## src/rtl/trig_lut_arbiter.sv

```systemverilog
// Round-robin arbiter that shares one sin/cos table between requesters and turns the
// table's Q1.8 magnitudes into signed dx/dy steps. Define TRIG_ARB_FIXED_PRI_EN to give requester 0 fixed priority.
module trig_lut_arbiter #(
    parameter int NREQ    = 4,
    parameter int SPEED_W = 4,
    parameter int LUT_LAT = 0
) (
    input  logic                      Clk,
    input  logic                      Reset_n,
    input  logic [NREQ-1:0]           req,
    input  logic [NREQ*6-1:0]         angle_in,
    input  logic [NREQ*SPEED_W-1:0]   speed_in,
    output logic [NREQ-1:0]           gnt,
    output logic                      ack,
    output logic signed [SPEED_W:0]   dx,
    output logic signed [SPEED_W:0]   dy,
    output logic                      busy,
    output logic [5:0]                lut_angle,
    input  logic [8:0]                lut_sin,
    input  logic [8:0]                lut_cos
);

    localparam int PTR_W  = $clog2(NREQ);
    localparam int CNT_W  = (LUT_LAT > 0) ? $clog2(LUT_LAT + 1) : 1;
    localparam int PROD_W = SPEED_W + 9;

    typedef enum logic [1:0] {
        IDLE,
        LOOKUP,
        CALC,
        DONE
    } state_e;

    state_e                   state_q, state_d;
    logic [NREQ-1:0]          gnt_q, gnt_d;
    logic [PTR_W-1:0]         ptr_q, ptr_d;
    logic [5:0]               angle_q, angle_d;
    logic [SPEED_W-1:0]       speed_q, speed_d;
    logic [8:0]               sin_q, sin_d;
    logic [8:0]               cos_q, cos_d;
    logic signed [SPEED_W:0]  dx_q, dx_d;
    logic signed [SPEED_W:0]  dy_q, dy_d;
    logic [CNT_W-1:0]         cnt_q, cnt_d;

    logic [NREQ-1:0]          rr_req;
    logic                     win_found;
    logic                     ptr_adv;
    int                       win_int;
    int                       win_next;
    int                       cand;
    logic [5:0]               sel_angle;
    logic [5:0]               wrap_angle;
    logic [SPEED_W-1:0]       sel_speed;
    logic [PROD_W-1:0]        prod_cos;
    logic [PROD_W-1:0]        prod_sin;
    logic [SPEED_W:0]         mag_cos;
    logic [SPEED_W:0]         mag_sin;
    logic                     cos_neg;
    logic                     sin_neg;

    // Circular search from the pointer; with fixed priority, requester 0 overrides and leaves the pointer alone.
    always_comb begin
        rr_req = req;
`ifdef TRIG_ARB_FIXED_PRI_EN
        rr_req[0] = 1'b0;
`endif
        win_found = 1'b0;
        win_int   = 0;
        cand      = 0;
        for (int k = 0; k < NREQ; k++) begin
            cand = int'(ptr_q) + k;
            if (cand >= NREQ) cand = cand - NREQ;
            if (!win_found && rr_req[cand]) begin
                win_found = 1'b1;
                win_int   = cand;
            end
        end
        ptr_adv = win_found;
`ifdef TRIG_ARB_FIXED_PRI_EN
        if (req[0]) begin
            win_found = 1'b1;
            win_int   = 0;
            ptr_adv   = 1'b0;
        end
`endif
        win_next = (win_int == NREQ - 1) ? 0 : win_int + 1;
    end

    assign sel_angle  = angle_in[win_int*6 +: 6];
    assign sel_speed  = speed_in[win_int*SPEED_W +: SPEED_W];
    assign wrap_angle = (sel_angle > 6'd44) ? sel_angle - 6'd45 : sel_angle;

    assign prod_cos = PROD_W'(speed_q) * PROD_W'(cos_q);
    assign prod_sin = PROD_W'(speed_q) * PROD_W'(sin_q);
    assign mag_cos  = prod_cos[PROD_W-1:8];
    assign mag_sin  = prod_sin[PROD_W-1:8];

    // Quadrant signs for 8-degree steps: cos < 0 in 96..264 deg, sin < 0 in 184..352 deg.
    assign cos_neg = (angle_q >= 6'd12) && (angle_q <= 6'd33);
    assign sin_neg = (angle_q >= 6'd23) && (angle_q <= 6'd44);

    always_comb begin
        state_d = state_q;
        gnt_d   = gnt_q;
        ptr_d   = ptr_q;
        angle_d = angle_q;
        speed_d = speed_q;
        sin_d   = sin_q;
        cos_d   = cos_q;
        dx_d    = dx_q;
        dy_d    = dy_q;
        cnt_d   = cnt_q;
        case (state_q)
            IDLE: begin
                if (win_found) begin
                    state_d = LOOKUP;
                    gnt_d   = NREQ'(1) << win_int;
                    angle_d = wrap_angle;
                    speed_d = sel_speed;
                    cnt_d   = '0;
                    if (ptr_adv) ptr_d = PTR_W'(win_next);
                end
            end
            LOOKUP: begin
                if (cnt_q == CNT_W'(LUT_LAT)) begin
                    sin_d   = lut_sin;
                    cos_d   = lut_cos;
                    state_d = CALC;
                end else begin
                    cnt_d = cnt_q + 1'b1;
                end
            end
            CALC: begin
                dx_d    = cos_neg ? -$signed(mag_cos) : $signed(mag_cos);
                dy_d    = sin_neg ? -$signed(mag_sin) : $signed(mag_sin);
                state_d = DONE;
            end
            DONE: begin
                gnt_d   = '0;
                state_d = IDLE;
            end
            default: state_d = IDLE;
        endcase
    end

    always_ff @(posedge Clk or negedge Reset_n) begin
        if (!Reset_n) begin
            state_q <= IDLE;
            gnt_q   <= '0;
            ptr_q   <= '0;
            angle_q <= '0;
            speed_q <= '0;
            sin_q   <= '0;
            cos_q   <= '0;
            dx_q    <= '0;
            dy_q    <= '0;
            cnt_q   <= '0;
        end else begin
            state_q <= state_d;
            gnt_q   <= gnt_d;
            ptr_q   <= ptr_d;
            angle_q <= angle_d;
            speed_q <= speed_d;
            sin_q   <= sin_d;
            cos_q   <= cos_d;
            dx_q    <= dx_d;
            dy_q    <= dy_d;
            cnt_q   <= cnt_d;
        end
    end

    assign gnt       = gnt_q;
    assign ack       = (state_q == DONE);
    assign busy      = (state_q != IDLE);
    assign dx        = dx_q;
    assign dy        = dy_q;
    assign lut_angle = angle_q;

endmodule
```

## config.mk

```make
export PLATFORM = sky130hd
export DESIGN_NAME = trig_lut_arbiter
export DESIGN_NICKNAME = d
export VERILOG_FILES = /design/src/rtl/trig_lut_arbiter.sv
export SDC_FILE = /design/constraint.sdc
export NUM_CORES = 1
export LEC_CHECK = 0
export CORE_AREA = 2 2 145 90
export DETAILED_ROUTE_END_ITERATION = 8
export DIE_AREA = 0 0 147 92
export PLACE_DENSITY = 0.68
export SLEW_MARGIN = 20
export SYNTH_ARGS = -nofsm -noshare
export SYNTH_HDL_FRONTEND = slang
export SYNTH_SLANG_ARGS = --single-unit
```

## constraint.sdc

```tcl
create_clock -name Clk -period 8 [get_ports Clk]
set_input_delay 0.8 -clock Clk [delete_from_list [all_inputs] [get_ports Clk]]
set_output_delay 0.8 -clock Clk [all_outputs]
set_load 0.03 [all_outputs]
```

==> results of run 1 <==
==> flip-flops by register name, summed over array words and instances, names as in the netlist <==
signal / flops
speed_q: 4
state_q: 2
lut_angle: 6
ptr_q: 2
dx: 5
sin_q: 9
dy: 5
gnt: 4
cos_q: 9
==> final cells by class <==
cell class	count	area, sq um
fill	1116	5899
multi-input combinational	459	3921
sequential	46	1151
timing repair buffer	86	855.8
tap	170	212.7
inverter	54	205.2
clock buffer	6	128.9
clock inverter	2	37.54
==> cell usage after synthesis (4+ instances only) <==
master    number
nor3_1         8
xnor2_1        5
o211ai_1       5
a22o_1         7
xor2_1         4
or2_2          4
o21ai_0       20
nand2b_1       6
a31oi_1        6
inv_1         53
dfrtp_1       46
o31ai_1        4
clkbuf_1      15
fa_1          27
mux2i_1       12
nand3_1        9
nor2_1        33
and4_1         4
a21o_1         6
nand2_1       51
mux4_2        10
nor3b_1        6
a21oi_1       18
and2_1        52
a211oi_1       7
mux2_2        27
ha_1          47
nor4_1         6
==> final timing paths <==
kind / startpoint / endpoint / cells past startpoint
min in group asynchronous: Reset_n / dy[4] / 1
hold / removal: gnt[2] / gnt[2] / 2
max in group asynchronous: Reset_n / state_q[1] / 1
hold reg to reg: gnt[2] / gnt[2] / 2
setup / recovery: ptr_q[0] / lut_angle[3] / 17
setup reg to reg: ptr_q[0] / lut_angle[3] / 17
==> tightest hold or removal path, stage by stage (launching register included) <==
cell and delay [ns]:
dfrtp_1 0.34, nand2_1 0.04, o21ai_0 0.06
==> stage by stage <==
step | area [sq um] | instances | setup slack [ns] | hold slack, ns
3_3_place_gp | 6344 | 815 | 1.934 | 0.4799
5_1_grt | 6513 | 823 | 1.171 | 0.5209
6_report | 6513 | 823 | 1.673 | 0.4822
4_1_cts | 6510 | 823 | 1.714 | 0.4892
3_5_place_dp | 6344 | 815 | 1.745 | 0.4747
2_1_floorplan | 5383 | 582 | 2.478 | 0.5044
==> cells by family (layout without fill, tap and decap cells) <==
| family | count (synthesis) | count (layout) | share of synthesized area |
|---|---|---|---|
| AO/OA/AOI/OAI | 129 | 129 | 0.1846 |
| XOR/XNOR | 10 | 10 | 0.01883 |
| adder cells (fa/ha/maj) | 74 | 74 | 0.2097 |
| buffers and inverters | 77 | 148 | 0.05765 |
| flip-flops | 46 | 46 | 0.2139 |
| multiplexers | 50 | 50 | 0.1234 |
| AND/OR/NAND/NOR | 196 | 196 | 0.1920 |
==> routing by layer <==
| metal | GRT usage | routed length, um | vias to the layer above |
|---|---|---|---|
| met5 | 0 | 0 | - |
| met2 | 0.3290 | 6034 | 124 |
| met3 | 0.02338 | 645 | 10 |
| met1 | 0.3054 | 6575 | 2196 |
| met4 | 0.03606 | 88 | 0 |
| li1 | - | - | 2235 |
==> results.toml, run 1 <==
[outcome]
status = "complete, no violations"

[global_routing]
antenna_found_initial = 0
grt_pass1_wl_mm = 22.74
overflow = 0
grt_pass1_vias = 4497
grt_usage = 0.2058
grt_start_max_net_pins = 47

[cts]
cts_resized = 0
postCtsHoldBufs = 0
numClockSinks = 46
clkLatencyLatePin_ns = 0.29
tritoncts = "done"
clockBufferDepth = 2
cts_inserted_buffers = 5
postCtsSetupRepairBufs = 0
clk_transition_reported_paths_ns = 0.07
cts_root_buffer = "clkbuf_16"
h-tree-depth = 2

[die]
die_x_um = 147
dieArea_sq_um = 13520
coreArea_sq_um = 12410
die_h_um = 92
start_util = 0.4337
row_count = 32
ios = 86

[sta]
tightest_slew_ns = 0.9059
rsz0062_at_grt = "false"
fin_crit_sh = 0.7908
finClkSkew_ns = 0.005034
drv_slew = 0
clock.fmax_ghz = 0.1581
setup-violations-final = 0
maxSlewHeadroom = 0.3961
setup_tns_ns = 0
finalCriticalPeriod_ns = 6.327
finalHoldViolCount = 0

[critical_path]
critPathMaxFanout = 24
endpoint_kind = "flip-flop"
crit_arrival_ns = 6.47
cp_common_cell = "ha_1"
worstPathRequired_ns = 8.14
ff2ff_setup_slack_ns = 1.67
cp_slowest_stage_delay_ns = 0.68
crit_buf_inv = 3
path_delay_family = "adder cells"
crit_type = "reg -> reg"
startpoint_type = "flip-flop"
cpMaxStageDelayCell = "dfrtp_1"
crit_chain = "inv_1 -> ha_1 -> mux4_2 -> a21o_4 -> a21oi_4 -> inv_4 -> ha_1 -> ha_1 -> fa_1 -> inv_1 -> or3_1 -> nand3b_1 -> nor3b_1 -> a211oi_4 -> o31ai_2 -> and4_4 -> o31ai_2"

[route]
firstDrtPassIters = 4
vias = 4565
drt_iter0_drc = 244
drc = 0
antenna_left = 0
wl_mm = 13.34
wl_per_cell_um = 16.21
post_drt_via_cell_ratio = 5.547

[synthesis]
synth.avg_cell_area_sq_um = 9.249
synthDominantCellAreaShare = 0.2139
yosys_most_used_dff = "dfrtp_1"
async_reset_ff_frac = 1.000
synth_area_leaders = "dfrtp_1 21%, ha_1 11%, fa_1 10%"
ys_types = 79
synth_seq_area_share = 0.2139
ys_ff_latch = 46
syn_area_sq_um = 5383
yosysWarnings = 0
synth_top_area_cell = "dfrtp_1"
synth_nets = 720
synthesis.instances = 582
synth_edf_count = 0

[place]
hpwl_mm = 10.38
gp_congestion = 0.8742
portBuffers = 85

[layout]
syn_to_final_growth_pct = 20.99
num-nets-final = 790
fin_util = 0.5247
final_common_cell = "clkdlybuf4s50_1"
layout-drive-gt1-share = 0.09954
final_cell_mix = "84 x clkdlybuf4s50_1, 53 x inv_1, 52 x and2_1"
antenna_cells = 0

[worst_hold_path]
min_path_type = "reg -> reg"

[job]
maxCapViolations = 0
Power of run 1 is not shown: default switching activity piles up to over one toggle a cycle in this logic, so the estimate is an artifact.
==> inputs of run 2 (changes only) <==
Clock period 8 ns to 6.3 ns, I/O delays scaled along.
==> results.toml, run 2 (synthesis gave the netlist of run 1 again) <==
[global_routing]
overflow = 0
grt_pass1_wl_mm = 23.32
grt_start_max_net_pins = 47
antenna_found_initial = 0
grt_usage = 0.2089
grt_pass1_vias = 4795

[critical_path]
worstPathRequired_ns = 6.44
startpoint_type = "flip-flop"
critPathMaxFanout = 12
crit_arrival_ns = 6.03
endpoint_kind = "flip-flop"
crit_type = "reg -> reg"

[cts]
cts_root_buffer = "clkbuf_16"
numClockSinks = 46
postCtsSetupRepairBufs = 0
clk_transition_reported_paths_ns = 0.07
clkLatencyLatePin_ns = 0.29
clockBufferDepth = 2
tritoncts = "done"
h-tree-depth = 2
cts_inserted_buffers = 5

[sta]
rsz0062_at_grt = "false"
finClkSkew_ns = 0.003123
setup_tns_ns = 0
timing.hold.ws_ns = 0.3507
maxSlewHeadroom = 0.3762
tightest_slew_ns = 0.9357
drv_slew = 0
finalCriticalPeriod_ns = 5.887
finalHoldViolCount = 0
fin_crit_sh = 0.9344
clock.fmax_ghz = 0.1699
setup-violations-final = 0

[layout]
layout-drive-gt1-share = 0.1050
final_cell_mix = "84 x clkdlybuf4s50_1, 53 x inv_1, 52 x and2_1"
syn_to_final_growth_pct = 21.57
fillers = 1147
final_common_cell = "clkdlybuf4s50_1"
antenna_cells = 0
fin_util = 0.5272
num-nets-final = 794

[route]
drc = 0
top_layer = "met4"
wl_per_cell_um = 16.30
wl_mm = 13.48
antenna_left = 0
routed-wl-met2_mm = 6.120
post_drt_via_cell_ratio = 5.661
wl_met1_mm = 6.607
vias = 4682
drt_iter0_drc = 206
firstDrtPassIters = 7
route.met3.wl_um = 611

[job]
maxCapViolations = 0

[die]
ios = 86
die_h_um = 92
row_count = 32
start_util = 0.4337
die_x_um = 147
coreArea_sq_um = 12410
dieArea_sq_um = 13520

[place]
hpwl_mm = 10.62
portBuffers = 85
gp_congestion = 0.8713

[outcome]
status = "complete, no violations"

[worst_hold_path]
min_path_type = "in -> async"
==> run 2: changes by cell type in the layout (fill, tap and decap cells not counted), sizes merged <==
cell / delta
buf: +4
==> run 2: cell type report <==
type                            instances  area, sq um  area share
Clock buffer                            6        128.9     0.01969
Timing Repair Buffer                   90        885.9      0.1354
Sequential cell                        46         1151      0.1759
Multi-Input combinational cell        459         3923      0.5994
Clock inverter                          2        37.54    0.005736
Tap cell                              170        212.7     0.03250
Inverter                               54        205.2     0.03136
==> run 2: per-layer routing <==
metal,GRT usage,vias up
met5,0,-
li1,-,2246
met1,0.2987,2307
met4,0.04247,0
met2,0.3423,117
met3,0.02687,12
==> run 2: stage by stage <==
| stage | instance area [sq um] | instances | setup slack [ns] |
|---|---|---|---|
| final | 6544 | 827 | 0.4131 |
| after global routing | 6544 | 827 | 0.06438 |
| after CTS | 6540 | 827 | 0.5015 |
| after detailed placement | 6374 | 819 | 0.5254 |
| after global placement | 6374 | 819 | 0.7393 |
| after floorplan | 5383 | 582 | 0.7782 |
==> run 2: repair_timing <==
| action | CTS | global route |
|---|---|---|
| endpoints found under the setup margin | 0 | 3 |
| hold buffers | 0 | 0 |
| gates resized for setup | 0 | 1 |
==> run 2: worst paths after layout <==
| kind | startpoint | end | slack, ns | depth (start not counted) |
|---|---|---|---|---|
| setup / recovery | ptr_q[1] | lut_angle[2] | 0.41 | 18 |
| hold / removal | Reset_n | dy[4] | 0.35 | 1 |
| setup reg to reg | ptr_q[1] | lut_angle[2] | 0.41 | 18 |
| hold reg to reg | gnt[2] | gnt[2] | 0.50 | 2 |
| max in group asynchronous | Reset_n | cos_q[7] | 5.55 | 1 |
| min in group Clk | gnt[2] | gnt[2] | 0.50 | 2 |
==> run 2: critical path, stage by stage (launching register included) <==
cell and delay, ns:
dfrtp_1 0.60, inv_1 0.17, ha_1 0.48, mux2_2 0.41
a22o_1 0.20, a311o_1 0.46, nand2_1 0.20, inv_1 0.09
ha_1 0.28, ha_1 0.21, fa_1 0.63, inv_1 0.16
or3_1 0.41, nand3b_1 0.24, nor3b_1 0.38, a211oi_4 0.10
o31a_1 0.35, nor4_1 0.24, o31ai_1 0.11
Power of run 2 is left out for the same reason.
==> inputs of run 3 (changes only) <==
Settings changed: GPL_ROUTABILITY_DRIVEN set to 0.
==> results.toml, run 3 (synthesis gave the netlist of run 1 again) <==
[sta]
finalHoldViolCount = 0
clock.fmax_ghz = 0.1691
maxSlewHeadroom = 0.3995
finClkSkew_ns = 0.006586
setup_tns_ns = 0
drv_slew = 0
setup-violations-final = 0
tightest_slew_ns = 0.9007
finalCriticalPeriod_ns = 5.913
fin_crit_sh = 0.9386
rsz0062_at_grt = "false"

[route]
wl_per_cell_um = 16.03
vias = 4654
wl_mm = 13.24
firstDrtPassIters = 5
antenna_left = 0
drc = 0
post_drt_via_cell_ratio = 5.634
drt_iter0_drc = 228

[cts]
numClockSinks = 46
cts_resized = 0
cts_inserted_buffers = 5
clk_transition_reported_paths_ns = 0.07
postCtsHoldBufs = 0
postCtsSetupRepairBufs = 0
h-tree-depth = 2
tritoncts = "done"
clkLatencyLatePin_ns = 0.29
cts_root_buffer = "clkbuf_16"
clockBufferDepth = 2

[global_routing]
overflow = 0
antenna_found_initial = 0
grt_start_max_net_pins = 47
grt_pass1_vias = 4600
grt_usage = 0.2049
grt_pass1_wl_mm = 22.85

[layout]
fillers = 1126
final_common_cell = "clkdlybuf4s50_1"
multi_input_area_sq_um = 3921
final_cell_mix = "84 x clkdlybuf4s50_1, 53 x inv_1, 52 x and2_1"
syn_to_final_growth_pct = 21.59
regArea_sq_um = 1151
num-nets-final = 794
layout-drive-gt1-share = 0.1052
antenna_cells = 0

[die]
die_h_um = 92
start_util = 0.4337
dieArea_sq_um = 13520
die_x_um = 147
ios = 86
coreArea_sq_um = 12410
row_count = 32

[place]
hpwl_mm = 10.46
portBuffers = 85

[critical_path]
crit_type = "reg -> reg"
startpoint_type = "flip-flop"
critPathMaxFanout = 12
crit_arrival_ns = 6.05
endpoint_kind = "flip-flop"
worstPathRequired_ns = 6.43

[job]
maxCapViolations = 0

[outcome]
status = "complete, no violations"

[worst_hold_path]
min_path_type = "in -> async"
run 3: cell types whose count changed in the layout (fill, tap and decap cells not counted), sizes merged:
cell	before	now
clkinvlp	1	0
run 3: worst paths after layout:
kind                               start            to  slack [ns]  depth (start not counted)
worst max-delay path            ptr_q[1]  lut_angle[1]        0.39                         18
worst min-delay path             Reset_n        gnt[1]        0.36                          1
worst max register to register  ptr_q[1]  lut_angle[1]        0.39                         18
worst min register to register    gnt[2]        gnt[2]        0.49                          2
max in group asynchronous        Reset_n      sin_q[3]        5.55                          1
min in group Clk                  gnt[2]        gnt[2]        0.49                          2
run 3: cell type report:
type / instances / share of cell area
multi-input combinational: 459 / 0.5991
sequential: 46 / 0.1759
timing repair buffer: 90 / 0.1353
tap: 170 / 0.03250
inverter: 54 / 0.03135
clock buffer: 6 / 0.02122
clock inverter: 1 / 0.004588
run 3: metal layers:
| layer | GRT usage | share of wire |
|---|---|---|
| met1 | 0.3023 | 0.50 |
| met2 | 0.3279 | 0.45 |
| met3 | 0.02587 | 0.039 |
| met4 | 0.03526 | 0.011 |
| met5 | 0 | 0 |
run 3: stage by stage:
stage / setup slack [ns] / std cells / utilization / cell area, sq um / hold slack (ns)
6_report: 0.3866 / 826 / 0.5273 / 6545 / 0.3581
5_1_grt: 0.001719 / 826 / 0.5273 / 6545 / 0.4080
4_1_cts: 0.4620 / 826 / 0.5271 / 6543 / 0.4867
3_5_place_dp: 0.4962 / 819 / 0.5135 / 6374 / 0.4738
3_3_place_gp: 0.7323 / 819 / 0.5135 / 6374 / 0.4741
2_1_floorplan: 0.7782 / 582 / - / 5383 / 0.3344
run 3: critical path: stages (launching register included):
cell,delay [ns]
dfrtp_1,0.61
inv_1,0.17
ha_1,0.49
mux2_2,0.41
a22o_1,0.21
a311o_1,0.46
nand2_1,0.21
inv_1,0.10
ha_1,0.30
ha_1,0.22
fa_1,0.65
inv_1,0.16
or3_1,0.42
nand3b_1,0.24
nor3b_1,0.37
a211oi_4,0.10
o31a_1,0.34
o21ai_0,0.18
o311ai_1,0.12
Power of run 3 is left out for the same reason.
